===== src/rtl/laser_job_sequencer.sv =====
// Job front-end for the 40-point two-circle laser solver: buffer points, kick and stream the solver, return its result.
// Optional WAIT watchdog enabled by defining LASER_SEQ_TIMEOUT_EN.
module laser_job_sequencer #(
  parameter int unsigned N_POINTS = 40,
  parameter int unsigned PTR_W    = 6
`ifdef LASER_SEQ_TIMEOUT_EN
  , parameter int unsigned TIMEOUT_CYCLES = 8191
`endif
) (
  input  logic       CLK,
  input  logic       RST_N,
  input  logic       IN_VALID,
  output logic       IN_READY,
  input  logic [3:0] IN_X,
  input  logic [3:0] IN_Y,
  output logic       SOL_RST,
  output logic [3:0] SOL_X,
  output logic [3:0] SOL_Y,
  input  logic       SOL_DONE,
  input  logic [3:0] SOL_C1X,
  input  logic [3:0] SOL_C1Y,
  input  logic [3:0] SOL_C2X,
  input  logic [3:0] SOL_C2Y,
  output logic       OUT_VALID,
  input  logic       OUT_READY,
  output logic [3:0] OUT_C1X,
  output logic [3:0] OUT_C1Y,
  output logic [3:0] OUT_C2X,
  output logic [3:0] OUT_C2Y,
  output logic       OUT_ERR,
  output logic [7:0] JOB_CNT
);

  localparam int unsigned PT_W  = 8;
  localparam int unsigned RES_W = 16;
  localparam int unsigned CNT_W = 8;

  typedef enum logic [2:0] {
    S_LOAD,
    S_KICK,
    S_STREAM,
    S_WAIT,
    S_RESULT
  } state_t;

  state_t             state_q, state_d;
  logic [PTR_W-1:0]   wr_ptr_q, wr_ptr_d;
  logic [PTR_W-1:0]   rd_ptr_q, rd_ptr_d;
  logic [CNT_W-1:0]   job_cnt_q, job_cnt_d;
  logic [RES_W-1:0]   res_q, res_d;
  logic [PT_W-1:0]    sol_pt_q, sol_pt_d;
  logic               in_ready_q;
  logic               sol_rst_q;
  logic               out_valid_q;
  logic               in_hs_c;
  logic               out_hs_c;
  logic [PT_W-1:0]    mem_q [N_POINTS];

`ifdef LASER_SEQ_TIMEOUT_EN
  localparam int unsigned WD_W = $clog2(TIMEOUT_CYCLES + 1);
  logic [WD_W-1:0]    wd_q, wd_d;
  logic               err_q, err_d;
`endif

  assign in_hs_c  = IN_VALID && in_ready_q && (state_q == S_LOAD);
  assign out_hs_c = out_valid_q && OUT_READY && (state_q == S_RESULT);

  // Next-state and datapath update
  always_comb begin
    state_d   = state_q;
    wr_ptr_d  = wr_ptr_q;
    rd_ptr_d  = rd_ptr_q;
    job_cnt_d = job_cnt_q;
    res_d     = res_q;
    sol_pt_d  = '0;
`ifdef LASER_SEQ_TIMEOUT_EN
    wd_d      = wd_q;
    err_d     = err_q;
`endif
    case (state_q)
      S_LOAD: begin
        if (in_hs_c) begin
          if (wr_ptr_q == PTR_W'(N_POINTS - 1)) begin
            wr_ptr_d = '0;
            state_d  = S_KICK;
          end else begin
            wr_ptr_d = wr_ptr_q + 1'b1;
          end
        end
      end
      S_KICK: begin
        rd_ptr_d = '0;
        state_d  = S_STREAM;
      end
      S_STREAM: begin
        if (rd_ptr_q == PTR_W'(N_POINTS - 1)) begin
          rd_ptr_d = '0;
          state_d  = S_WAIT;
`ifdef LASER_SEQ_TIMEOUT_EN
          wd_d     = '0;
`endif
        end else begin
          rd_ptr_d = rd_ptr_q + 1'b1;
        end
      end
      S_WAIT: begin
        if (SOL_DONE) begin
          res_d   = {SOL_C1X, SOL_C1Y, SOL_C2X, SOL_C2Y};
          state_d = S_RESULT;
`ifdef LASER_SEQ_TIMEOUT_EN
          err_d   = 1'b0;
        end else if (wd_q == WD_W'(TIMEOUT_CYCLES - 1)) begin
          res_d   = '0;
          err_d   = 1'b1;
          state_d = S_RESULT;
        end else begin
          wd_d    = wd_q + 1'b1;
`endif
        end
      end
      S_RESULT: begin
        if (out_hs_c) begin
          job_cnt_d = job_cnt_q + 8'd1;
          state_d   = S_LOAD;
        end
      end
      default: state_d = S_LOAD;
    endcase
    // Points are presented from the pointer the solver will see next cycle, so streaming has no bubbles
    if (state_d == S_STREAM) begin
      sol_pt_d = mem_q[rd_ptr_d];
    end
  end

  always_ff @(posedge CLK or negedge RST_N) begin
    if (!RST_N) begin
      state_q     <= S_LOAD;
      wr_ptr_q    <= '0;
      rd_ptr_q    <= '0;
      job_cnt_q   <= '0;
      res_q       <= '0;
      sol_pt_q    <= '0;
      in_ready_q  <= 1'b0;
      sol_rst_q   <= 1'b1;
      out_valid_q <= 1'b0;
`ifdef LASER_SEQ_TIMEOUT_EN
      wd_q        <= '0;
      err_q       <= 1'b0;
`endif
    end else begin
      state_q     <= state_d;
      wr_ptr_q    <= wr_ptr_d;
      rd_ptr_q    <= rd_ptr_d;
      job_cnt_q   <= job_cnt_d;
      res_q       <= res_d;
      sol_pt_q    <= sol_pt_d;
      in_ready_q  <= (state_d == S_LOAD);
      sol_rst_q   <= (state_d == S_KICK);
      out_valid_q <= (state_d == S_RESULT);
`ifdef LASER_SEQ_TIMEOUT_EN
      wd_q        <= wd_d;
      err_q       <= err_d;
`endif
    end
  end

  // Point buffer; contents are don't-care until written by a load
  always_ff @(posedge CLK) begin
    if (in_hs_c) begin
      mem_q[wr_ptr_q] <= {IN_X, IN_Y};
    end
  end

  assign IN_READY  = in_ready_q;
  assign SOL_RST   = sol_rst_q;
  assign SOL_X     = sol_pt_q[7:4];
  assign SOL_Y     = sol_pt_q[3:0];
  assign OUT_VALID = out_valid_q;
  assign OUT_C1X   = res_q[15:12];
  assign OUT_C1Y   = res_q[11:8];
  assign OUT_C2X   = res_q[7:4];
  assign OUT_C2Y   = res_q[3:0];
  assign JOB_CNT   = job_cnt_q;
`ifdef LASER_SEQ_TIMEOUT_EN
  assign OUT_ERR   = err_q;
`else
  assign OUT_ERR   = 1'b0;
`endif

endmodule


===== config.mk =====
export PLATFORM = sky130hd
export DESIGN_NAME = laser_job_sequencer
export DESIGN_NICKNAME = d
export VERILOG_FILES = /design/src/rtl/laser_job_sequencer.sv
export SDC_FILE = /design/constraint.sdc
export NUM_CORES = 1
export LEC_CHECK = 0
export CAP_MARGIN = 20
export CORE_MARGIN = 3
export CORE_UTILIZATION = 55
export CTS_BUF_LIST = sky130_fd_sc_hd__clkbuf_4 sky130_fd_sc_hd__clkbuf_8
export DETAILED_ROUTE_END_ITERATION = 6
export MAX_ROUTING_LAYER = met4
export PLACE_DENSITY = 0.8
export SETUP_SLACK_MARGIN = 0.1
export SLEW_MARGIN = 0
export SYNTH_ARGS = -nofsm -noshare
export SYNTH_HDL_FRONTEND = slang
export SYNTH_SLANG_ARGS = --single-unit

===== constraint.sdc =====
create_clock -name CLK -period 2.3 [get_ports CLK]
set_input_delay 0.46 -clock CLK [delete_from_list [all_inputs] [get_ports CLK]]
set_output_delay 0.46 -clock CLK [all_outputs]
set_load 0.02 [all_outputs]

==> impl_metrics.py <==
metrics = {
    "outcome": {
        "status": "finished, violations left",
        "violations": "setup timing",
    },
    "yosys": {
        "synthesis.area_um2": 15200,
        "avgSynthCellArea_um2": 13.9,
        "synth_cell_types": 72,
        "seq_area_frac_synth_pct": 71.3,
        "ys_seq_elements": 370,
        "synthCells": 1093,
        "yosysWarnings": 0,
        "synth_edf_count": 320,
        "synth_ff_type": "edfxtp_1",
        "syn_nets": 1125,
        "async_flop_share_pct": 13.5,
    },
    "drt": {
        "vias": 11000,
        "wire_per_inst_um": 25.4,
        "vias_per_cell": 6.25,
        "drc": 0,
        "drt_first_iter_violations": 1625,
        "ant_nets": 0,
        "first_pass_iters": 6,
        "wirelength_um": 44600,
    },
    "place": {
        "dp_hpwl_um": 24900,
        "dp_slack_ns": -0.533,
        "portBuffers": 63,
        "placed_cells": 1613,
        "place.gp.congestion": 1.00,
        "dpl_cell_area_um2": 17400,
    },
    "global_routing": {
        "grt_max_degree": 41,
        "overflow": 0,
        "grt_first_pass_wirelength_um": 61800,
        "grt_pass1_vias": 10500,
        "grt.total_usage_pct": 28.8,
        "antenna_found_initial": 1,
    },
    "layout": {
        "seq_area_um2": 10900,
        "area_growth_syn_to_layout_pct": 31.2,
        "fillers": 1533,
        "final_core_util_pct": 73.7,
        "multiInputGateArea_um2": 4650,
        "layout_commonest_cell": "edfxtp_1",
        "layout-drive-gt1-share_pct": 32.6,
        "final_cells": 1755,
        "layout.nets": 1367,
        "final_cell_mix": "edfxtp_1, nand2_1, buf_4",
        "fin_area_um2": 20000,
    },
    "critical_path": {
        "critical_path.top_delay_family": "compound AO/OA/AOI/OAI gates",
        "crit_slowest_cell": "dfrtp_1",
        "worstPathRequired_ns": 2.80,
        "critPathCaptureType": "register",
        "cp-start-kind": "register",
        "cp_num_buf_inv": 3,
        "crit_type": "reg2reg",
        "cp.arrival_ns": 3.25,
        "crit_chain": "buf_6, nor4b_4, o21ai_4, and2_4, buf_4, inv_6, a211oi_1, a311oi_1, o21ai_1, and4_1, a221oi_2",
        "critPathMaxStageDelay_ns": 0.42,
        "worstPathMaxFanout": 11,
    },
    "timing": {
        "setup_ws_ns": -0.458,
        "holdWs_ns": 0.375,
        "period_needed_ns": 2.76,
        "worstMarginPinSlew_ns": 0.782,
        "slew_viol_final": 0,
        "max_freq_mhz": 363,
        "finalSetupTns_ns": -3.09,
        "relSlewSlack_pct": 47.7,
        "rsz0062_at_grt": "yes",
        "setup_viol": 8,
        "min_period_over_period_pct": 120,
        "hold_violations": 0,
        "clock_skew_ns": 0.0390,
    },
    "cts": {
        "cts_made_buffers": 56,
        "cts_buffer_depth": 3,
        "path_clk_slew_ns": 0.06,
        "clk_latency_ns": 0.62,
        "htreeDepth": 2,
        "cts_tree": "done",
        "cts.sinks": 370,
        "cts-root-buf": "clkbuf_8",
    },
    "floorplan": {
        "die_w_um": 172,
        "die-area_um2": 29700,
        "initial_core_util_pct": 56.2,
        "die_y_um": 172,
        "core_um2": 27100,
        "fp-row-count": 60,
        "io_pins": 65,
    },
    "pwr": {
        "power.total_mw": 23.7,
        "p_leak_nw": 7.21,
        "cellPowerDensity_nw_per_um2": 1180,
        "max-vdd-ir-drop_mv": 0.555,
    },
    "min_path": {
        "hold_class": "in2async",
    },
    "job": {
        "max_cap_viol_count": 0,
    },
}
-- final timing paths --
path	from	endpoint	slack, ns	cells after the start
max	state_q[2]	sol_pt_q[2]	-0.46	11
min	RST_N	OUT_VALID	0.37	2
max reg2reg	state_q[2]	sol_pt_q[2]	-0.46	11
min reg2reg	JOB_CNT[7]	JOB_CNT[7]	0.47	1
max in group asynchronous	RST_N	rd_ptr_q[0]	1.33	3
min in group CLK	SOL_C2X[3]	res_q[7]	0.46	2
-- worst register-to-register path, stage by stage (launching register included) --
cell	delay (ns)
dfrtp_1	0.42
buf_6	0.16
nor4b_4	0.31
o21ai_4	0.11
and2_4	0.24
buf_4	0.17
inv_6	0.10
a211oi_1	0.10
a311oi_1	0.30
o21ai_1	0.17
and4_1	0.25
a221oi_2	0.32
-- state kept, by name, indices dropped and copies added (netlist names) --
signal	flops
mem_q	320
res_q	16
sol_pt_q	8
JOB_CNT	8
IN_READY	1
wr_ptr_q	6
rd_ptr_q	6
state_q	3
SOL_RST	1
OUT_VALID	1
-- logic make-up (layout without fill, tap and decap cells) --
group / count (synthesis) / in the layout / share of synthesized area [%]
AO/OA/AOI/OAI: 178 / 178 / 8.47
AND/OR/NAND/NOR: 400 / 400 / 12.1
flip-flops: 370 / 370 / 71.3
multiplexers: 54 / 54 / 3.71
XOR/XNOR: 11 / 11 / 0.633
other: 1 / 2 / 0.0246
adder cells (fa/ha/maj): 3 / 3 / 0.247
buffers and inverters: 76 / 365 / 3.47
-- repair_timing --
action,in CTS,in global routing
cloned,6,5
hold endpoints to repair,23,0
resized for setup,85,121
buffers inserted,8,16
endpoints found under the setup margin,188,260
pin swaps,18,46
hold buffers,1,0
-- Yosys cell counts, types with 3 or more instances --
cell type	n	share of area (%)
buf_2	23	0.76
nand2_1	224	5.5
o21bai_1	3	0.15
mux2i_1	35	2.3
nor2_2	3	0.12
o21ai_1	14	0.46
buf_8	3	0.30
ha_1	3	0.25
and4_1	7	0.40
a21oi_1	42	1.4
dfrtp_1	49	8.1
xor2_1	4	0.23
buf_6	14	1.0
nand3_1	37	1.2
a311oi_1	26	1.5
nor2_1	54	1.3
nand2b_1	3	0.12
clkbuf_1	11	0.27
xnor2_1	7	0.40
o221ai_1	6	0.35
nor2b_1	3	0.12
a211oi_1	22	1.1
buf_4	16	0.79
nor3_1	5	0.16
mux2_2	19	1.4
nand4_1	5	0.21
a221oi_1	16	0.92
and2_1	3	0.12
and3_1	36	1.5
edfxtp_1	320	63
a31oi_1	18	0.74
a32oi_1	10	0.58
o21ai_0	5	0.16
-- cell type report --
type,instances,share of cell area (%)
tap,372,2.33
antenna,1,0.0125
timing repair inverter,2,0.100
inverter,6,0.250
clock inverter,22,0.921
clock buffer,83,4.97
timing repair buffer,252,13.8
multi-input combinational,647,23.3
sequential,370,54.4
-- routing by layer --
layer | global-route usage (%) | vias to the layer above | routed length (µm)
met5 | - | - | 0
met4 | 11.2 | 0 | 2330
met3 | 6.29 | 186 | 5470
met2 | 45.0 | 893 | 21000
met1 | 37.3 | 5272 | 15800
li1 | - | 4624 | -
-- report_power, final --
part | leakage [nW] | switching (mW) | internal, mW
Sequential | 3.53 | 0.314 | 7.64
Combinational | 3.06 | 5.78 | 4.22
Clock | 0.623 | 2.59 | 3.11
Total | 7.21 | 8.69 | 15.0
(Power assumes the default switching activity.)
